[src/rtl/ssd_pkg.sv]
// Shared seven-segment display constants: digit count, anode patterns and the digit type.
package ssd_pkg;

  localparam int unsigned SSD_DIGITS = 4;
  localparam int unsigned SSD_IDX_W  = 2;

  typedef logic [3:0]           digit_t;
  typedef logic [SSD_IDX_W-1:0] idx_t;

  // Active-low anode enables, one digit lit per pattern
  localparam logic [3:0] AN_IDX0 = 4'b0111;
  localparam logic [3:0] AN_IDX1 = 4'b1011;
  localparam logic [3:0] AN_IDX2 = 4'b1101;
  localparam logic [3:0] AN_IDX3 = 4'b1110;
  localparam logic [3:0] AN_OFF  = 4'b1111;

  function automatic logic [3:0] an_decode(input idx_t idx);
    logic [3:0] pat;
    pat = AN_OFF;
    case (idx)
      2'd0: pat = AN_IDX0;
      2'd1: pat = AN_IDX1;
      2'd2: pat = AN_IDX2;
      2'd3: pat = AN_IDX3;
      default: pat = AN_OFF;
    endcase
    return pat;
  endfunction

endpackage

[src/rtl/ssd_tick_gen.sv]
// Prescaler: one-cycle tick_c every SCAN_DIV clocks (every clock when SCAN_DIV is 1).
module ssd_tick_gen #(
  parameter int unsigned SCAN_DIV = 50000
) (
  input  logic clk,
  input  logic reset,
  output logic tick_c
);

  localparam int unsigned CNT_W = (SCAN_DIV > 1) ? $clog2(SCAN_DIV) : 1;
  localparam logic [CNT_W-1:0] CNT_MAX = CNT_W'(SCAN_DIV - 1);

  logic [CNT_W-1:0] count_q, count_d;

  assign tick_c = (count_q == CNT_MAX);

  always_comb begin
    count_d = count_q + CNT_W'(1);
    if (tick_c) count_d = '0;
  end

  always_ff @(posedge clk) begin
    if (!reset) count_q <= '0;
    else        count_q <= count_d;
  end

endmodule

[src/rtl/ssd_entry_scan.sv]
// Four-digit seven-segment scan plus cursor-based digit entry.
// Optional cursor blink blanking is compiled in with SSD_CURSOR_BLINK_EN.
module ssd_entry_scan
  import ssd_pkg::*;
#(
  parameter int unsigned SCAN_DIV     = 50000,
  parameter int unsigned BLINK_FRAMES = 32
) (
  input  logic        clk,
  input  logic        reset,
  input  logic        enter,
  input  logic        clear,
  input  logic [3:0]  digit_in,
  output logic [3:0]  an,
  output logic [3:0]  seg_nibble,
  output logic [1:0]  cursor,
  output logic [15:0] digits,
  output logic        entry_done
);

  if (SCAN_DIV < 1) begin : g_bad_scan_div
    $error("ssd_entry_scan: SCAN_DIV must be >= 1");
  end
  if (BLINK_FRAMES < 1) begin : g_bad_blink_frames
    $error("ssd_entry_scan: BLINK_FRAMES must be >= 1");
  end

  logic   tick_c;
  idx_t   scan_idx_q, scan_idx_d;
  logic [3:0] an_q, an_d;
  logic   blank_c;

  logic   enter_q;
  logic   wr_edge_c;
  digit_t digits_q [SSD_DIGITS];
  digit_t digits_d [SSD_DIGITS];
  idx_t   cursor_q, cursor_d;
  logic   last_wr_q, last_wr_d;
  logic   done_q, done_d;

  ssd_tick_gen #(.SCAN_DIV(SCAN_DIV)) u_tick (
    .clk    (clk),
    .reset  (reset),
    .tick_c (tick_c)
  );

  // Entry path: clear wins over a same-cycle enter edge
  always_comb begin
    wr_edge_c = enter & ~enter_q;
    digits_d  = digits_q;
    cursor_d  = cursor_q;
    last_wr_d = 1'b0;
    done_d    = last_wr_q;
    if (clear) begin
      for (int i = 0; i < SSD_DIGITS; i++) digits_d[i] = '0;
      cursor_d = '0;
      done_d   = 1'b0;
    end else if (wr_edge_c) begin
      digits_d[cursor_q] = digit_in;
      cursor_d  = cursor_q + idx_t'(1);
      last_wr_d = (cursor_q == idx_t'(SSD_DIGITS - 1));
    end
  end

  always_ff @(posedge clk) begin
    if (!reset) begin
      enter_q   <= 1'b1;
      cursor_q  <= '0;
      last_wr_q <= 1'b0;
      done_q    <= 1'b0;
      for (int i = 0; i < SSD_DIGITS; i++) digits_q[i] <= '0;
    end else begin
      enter_q   <= enter;
      cursor_q  <= cursor_d;
      last_wr_q <= last_wr_d;
      done_q    <= done_d;
      digits_q  <= digits_d;
    end
  end

`ifdef SSD_CURSOR_BLINK_EN
  localparam int unsigned FRAME_W = (BLINK_FRAMES > 1) ? $clog2(BLINK_FRAMES) : 1;

  logic [FRAME_W-1:0] frame_q, frame_d;
  logic               blink_off_q, blink_off_d;

  // Frame count advances on each 3->0 scan wrap; phase flips every BLINK_FRAMES frames
  always_comb begin
    frame_d     = frame_q;
    blink_off_d = blink_off_q;
    if (tick_c && (scan_idx_q == idx_t'(SSD_DIGITS - 1))) begin
      if (frame_q == FRAME_W'(BLINK_FRAMES - 1)) begin
        frame_d     = '0;
        blink_off_d = ~blink_off_q;
      end else begin
        frame_d = frame_q + FRAME_W'(1);
      end
    end
  end

  always_ff @(posedge clk) begin
    if (!reset) begin
      frame_q     <= '0;
      blink_off_q <= 1'b0;
    end else begin
      frame_q     <= frame_d;
      blink_off_q <= blink_off_d;
    end
  end

  assign blank_c = blink_off_d && (scan_idx_d == cursor_d);
`else
  assign blank_c = 1'b0;
`endif

  // Scan path: anode register tracks the next scan index so it changes on the tick edge
  always_comb begin
    scan_idx_d = scan_idx_q;
    if (tick_c) scan_idx_d = scan_idx_q + idx_t'(1);
    an_d = blank_c ? AN_OFF : an_decode(scan_idx_d);
  end

  always_ff @(posedge clk) begin
    if (!reset) begin
      scan_idx_q <= '0;
      an_q       <= AN_IDX0;
    end else begin
      scan_idx_q <= scan_idx_d;
      an_q       <= an_d;
    end
  end

  assign an         = an_q;
  assign seg_nibble = digits_q[scan_idx_q];
  assign cursor     = cursor_q;
  assign digits     = {digits_q[0], digits_q[1], digits_q[2], digits_q[3]};
  assign entry_done = done_q;

endmodule
[config.mk]
export PLATFORM = sky130hd
export DESIGN_NAME = ssd_entry_scan
export DESIGN_NICKNAME = d
export VERILOG_FILES = /design/src/rtl/ssd_pkg.sv /design/src/rtl/ssd_tick_gen.sv /design/src/rtl/ssd_entry_scan.sv
export SDC_FILE = /design/constraint.sdc
export NUM_CORES = 1
export LEC_CHECK = 0
export CORE_MARGIN = 10
export CORE_UTILIZATION = 46
export DETAILED_ROUTE_END_ITERATION = 16
export GPL_TIMING_DRIVEN = 0
export PLACE_DENSITY = 0.75
export SYNTH_ARGS = -nofsm -noshare
export SYNTH_HDL_FRONTEND = slang
export SYNTH_SLANG_ARGS = --single-unit
[constraint.sdc]
create_clock -name clk -period 2.1 [get_ports clk]
set_input_delay 0.21 -clock clk [delete_from_list [all_inputs] [get_ports clk]]
set_output_delay 0.21 -clock clk [all_outputs]
set_load 0.01 [all_outputs]
Word-level counts from Yosys, hierarchy flattened
Index checks and enable logic that the tools add are counted.
{ "totals": {"input_bits": 8, "output_inout_bits": 27, "regBits": 43} }
{ "op_classes": {"bitwise": 6, "n_addsub": 3, "n_reduce_logical": 5, "n_mux": 8, "n_lt_le_gt_ge": 3, "n_eq_ne": 5} }
{ "op_table": {"columns": ["op", "n"], "rows": [
  ["$add A16 B1 Y16 const B", 1],
  ["$bwmux W16", 1],
  ["$eq A16 B16 Y1 const B", 1],
  ["$pmux W4 S4", 1],
  ["$mux W4", 3],
  ["$bmux W4 S2", 1],
  ["$demux W4 S2", 1],
  ["$eq A2 B2 Y1 const B", 3],
  ["$ge A3 B3 Y1 const B", 2],
  ["$not A2 Y3", 2],
  ["$add A2 B1 Y2 const B", 2],
  ["$reduce_or A2 Y1", 2],
  ["$lt A3 B1 Y1 const B", 1],
  ["$not A1 Y1", 3],
  ["$reduce_or A3 Y1", 1],
  ["$eq A2 B1 Y1 const B", 1],
  ["$logic_not A2 Y1", 1],
  ["$mux W2", 1],
  ["$and A1 B1 Y1", 1],
  ["$logic_and A1 B1 Y1", 1]
]} }

Longest topological paths before layout
{ "logic_depth": {"word_depth": 6, "ltp_mapped": 10, "mapped_depth_nobuf": 9} }

Cells and area by module
Synthesis repeated with hierarchy kept, for this count alone.
{ "unflattened": {"hier_cells": 181, "hier_area_um2": 1935.6} }
{ "modules_own_cells": {"columns": ["module", "area_per_inst_um2", "instances", "cells_per_inst", "seq_area_each_um2"], "rows": [
  ["ssd_entry_scan", 1146.1, 1, 102, 540.5],
  ["ssd_tick_gen", 789.5, 1, 79, 320.3]
]} }

Least setup slack after synthesis
No wires, ideal clock.
{ "synth_timing": {"path_kind": "flip-flop to flip-flop", "startpoint": "reg u_tick.count_q[0]", "endpoint": "reg an_q[1] (netlist: an[1])", "synth_period_minus_slack_ns": 2.114, "required_time_ns": 1.980, "n_path_buf": 1, "setup_time_ns": 0.120, "stages_incl_launch_ff": 10, "arrival_time_ns": 1.994, "setup_slack_ns": -0.014, "cell_sequence": "dfxtp_1 -> ha_1 -> and3_1 -> nand4_2 -> or2_1 -> buf_6 -> xor2_1 -> ha_1 -> nand2b_1 -> a211o_1"} }
{ "synth_via": {"elab_chain_cells": 4} }
{ "synth_rtl": {"columns": ["item", "line_no", "source"], "rows": [
  ["start: declaration", "ssd_tick_gen.sv:13", "logic [CNT_W-1:0] count_q, count_d;"],
  ["start signal: assignment", "ssd_tick_gen.sv:24", "else count_q <= count_d;"],
  ["$eq A16 B16 Y1 (*)", "ssd_tick_gen.sv:15", "assign tick_c = (count_q == CNT_MAX);"],
  ["$mux W2 (*)", "ssd_entry_scan.sv:119", "if (tick_c) scan_idx_d = scan_idx_q + idx_t'(1);"],
  ["$eq A2 B2 Y1, or another cell as far along", "ssd_pkg.sv:20", "case (idx)"],
  ["$pmux W4 S4 (*)", "ssd_pkg.sv:20", null],
  ["end signal: assignment", "ssd_entry_scan.sv:129", "an_q <= an_d;"],
  ["end: declaration", "ssd_entry_scan.sv:30", "logic [3:0] an_q, an_d;"]
]} }
Mark *: on every way between the ends. The rest lies on a longest branch, timed or not.
A chain may end at the register's enable or synchronous reset.

Worst setup path in the final report
{ "layout_timing": {"startpoint": "reg scan_idx_q[0]", "endpoint": "out seg_nibble[0]"} }
{ "layout_via": {"elab_chain_cells": 4} }
{ "layout_rtl": {"columns": ["item", "line_no", "source"], "rows": [
  ["start: declaration", "ssd_entry_scan.sv:29", "idx_t scan_idx_q, scan_idx_d;"],
  ["start signal: assignment", "ssd_entry_scan.sv:128", "scan_idx_q <= scan_idx_d;"],
  ["$not A2 Y3 (not written as such)", "ssd_entry_scan.sv:134", "assign seg_nibble = digits_q[scan_idx_q];"],
  ["$bmux W4 S2", "ssd_entry_scan.sv:134", null],
  ["$mux W4 (not written as such) (2 in a row)", "ssd_entry_scan.sv:134", null],
  ["end: declaration", "ssd_entry_scan.sv:15", "output logic [3:0] seg_nibble,"]
]} }
Every way passes these cells. The select of a mux whose other input is x is not followed.

==> run summary <==
Setup Viol. Count Final = 0
Area of the multi-input gates = 982 um^2
First DRT Iteration DRCs = 49
DIE WIDTH = 83.7 um
# H-tree levels = 2
Least-Margin Pin Slew = 0.455 ns
Post-synth EDFFs = 0
Global Route Usage Sum = 0.119
Non-filler cells in the finished layout = 297
DR WL/cell = 14.1 um
Vias per cell = 5.15
Port Buf Inserts = 34
Starting Density = 0.469
CP Launch Type = flop
Post-layout min period = 2.04 ns
Lkg Pwr = 0.843 nW
GP Congestion = 0.813
Sequential fraction of the synthesis area = 0.462
Post-DRT Antenna Nets = 0
FILL cells = 348
Fmax = 490 MHz
Io pins = 35
Detail Placement HPWL = 2990 um
CTS max path bufs = 2
Top FF cell, synth = dfxtp_1
Cell area after synthesis = 1860 um^2
Clk_lat worst skew = 0.30 ns
Pin count of the biggest net entering global routing = 12
Die Area = 7000 um^2
Critical path data arrival time = 1.83 ns
Final hold violation count = 0
Fin worst setup slack = 0.0605 ns
FF-to-FF setup slack = 0.10 ns
Vias in the first global route = 1465
TritonCTS Buffers = 5
TritonCTS clock tree = done
Yosys cell types = 29
Hold buffers post-CTS = 0
Antenna violations before repair = 0
#FFs+latches synth = 43
TritonRoute pass-1 iters = 4
DR vias = 1529
Syn_nets = 220
Final period utilization = 0.971
Root Driver = clkbuf_8
WL final = 4190 um
Crit path kind = flop to output port
Fin Clk Skew = 0.00691 ns
Peak VDD IR = 369 uV
Share of cells above drive strength 1 = 0.138
Dpl ws = -0.160 ns
Layout area overhead = 30.5%
Core area = 3970 um^2
Syn Area/Cell = 9.14 um^2
Residual DRC = 0
GRT overflow = 0
First-pass GRT wire length = 6820 um
DP Cell Count = 288
Final #Nets = 264
Row Count = 23
Max-Cap Viols = 0
ANT cells = 0
Cells after Synth = 204
Worst-path clk slew = 0.08 ns
Synth warn = 0
Hold Crit Class = flop to flop
Sequential cell area = 870 um^2
Max-slew headroom = 0.697
Slew Limit Fails = 0
Power per cell area = 568 nW/um^2
Die height = 83.7 um
CP endpoint kind = output port
CP Max Fanout = 6
Clock Sinks = 43
Fraction of registers with async set/reset = 0
Status = complete, no violations
Critical path data required time = 1.89 ns
==> sequential cells by signal (all words and copies together) (netlist names) <==
register and cells:
cursor 2, digits 16, scan_idx_q 2, entry_done 1, an 4, enter_q 1, u_tick.count_q 16, last_wr_q 1
==> cell usage in the layout (no fill, tap or decap), drive strengths merged, types with 3 or more instances in the layout <==
cell type / n
a21oi: 18
buf: 7
clkbuf: 10
clkdlybuf4s50: 33
dfxtp: 43
ha: 8
inv: 10
mux4: 4
nand2: 25
nand2b: 4
nand3: 22
nand4: 4
nor2: 22
nor3: 4
nor4: 3
xnor2: 14
xor2: 3
==> metal layers <==
layer  share of wire  wire [um]  track usage  vias up
met2            0.48       2020        0.190       40
met5               0          0            0        -
met3           0.077        322       0.0615       10
met1            0.42       1760        0.125      701
li1                -          -            -      778
met4           0.022         92       0.0639        0
==> power by group <==
group	internal (mW)	leakage (nW)	switching, mW	total (mW)
logic	0.0322	0.456	0.0349	0.0671
clock network	0.222	0.0371	0.262	0.484
registers	0.822	0.350	0.00838	0.830
==> final cells by class <==
cell class              instances  share of cell area
inverters                      10              0.0154
multi-input cells             143               0.404
plain buffers                   7              0.0144
well taps                      50              0.0257
clock buffers                   6              0.0298
flip-flops and latches         43               0.358
repair buffers                 38               0.153
==> worst paths after layout <==
path / start / to / cells past startpoint
max reg2reg: u_tick.count_q[0]$_SDFF_PP0_ / an[2]$_SDFF_PN1_ / 8
min: last_wr_q$_SDFF_PP0_ / entry_done$_SDFF_PP0_ / 2
min reg2reg: last_wr_q$_SDFF_PP0_ / entry_done$_SDFF_PP0_ / 2
max: scan_idx_q[0]$_SDFF_PN0_ / seg_nibble[0] / 3
==> worst max-delay path, stage by stage, from the launching register on <==
cell	delay, ns
dfxtp_1	0.32
buf_4	0.18
mux4_2	0.53
clkdlybuf4s50_1	0.50
==> cells in the mapped netlist, types with 2 or more instances <==
master     n  area (um^2)
nand2b_1   4         25.0
nor4_1     3         18.8
a211o_1    2         17.5
dfxtp_1   43          861
mux4_2     4         90.1
nor3_1     4         20.0
nand3_1   22          110
xnor2_1   14          123
nand2_1   25         93.8
nor2_1    22         82.6
buf_4      2         15.0
xor2_1     3         26.3
and4bb_2   2         25.0
nand4_1    3         18.8
a21oi_1   18         90.1
ha_1       8          100
inv_1     10         37.5
clkbuf_1   4         15.0
==> timing repair <==
action                                  CTS  global route
buffers inserted                          2             2
endpoints found under the setup margin    3             3
gates resized for setup                   9             7
pin swaps                                 4             5
==> per-stage QoR <==
step | power (mW) | cell area [um^2] | util | hold slack (ns) | setup TNS (ns)
4_1_cts | 1.39 | 2400 | 0.605 | 0.416 | 0
3_3_place_gp | 0.909 | 2270 | 0.572 | 0.403 | -0.281
2_1_floorplan | 0.878 | 1870 | - | 0.283 | 0
6_report | 1.38 | 2430 | 0.612 | 0.417 | 0
3_5_place_dp | 0.910 | 2270 | 0.572 | 0.404 | -0.328
5_1_grt | 1.44 | 2430 | 0.612 | 0.434 | -0.000612
==> cells by family after synthesis <==
family / after synthesis / synth area share
adders and majority gates: 8 / 0.0537
AOI/OAI and AO/OA: 21 / 0.0624
muxes: 5 / 0.0537
xor gates and xnor gates: 17 / 0.0799
buffers and inverters: 18 / 0.0450
DFF: 43 / 0.462
and+or+nand+nor: 92 / 0.244
Note: power is estimated with default switching activity, not from simulation.
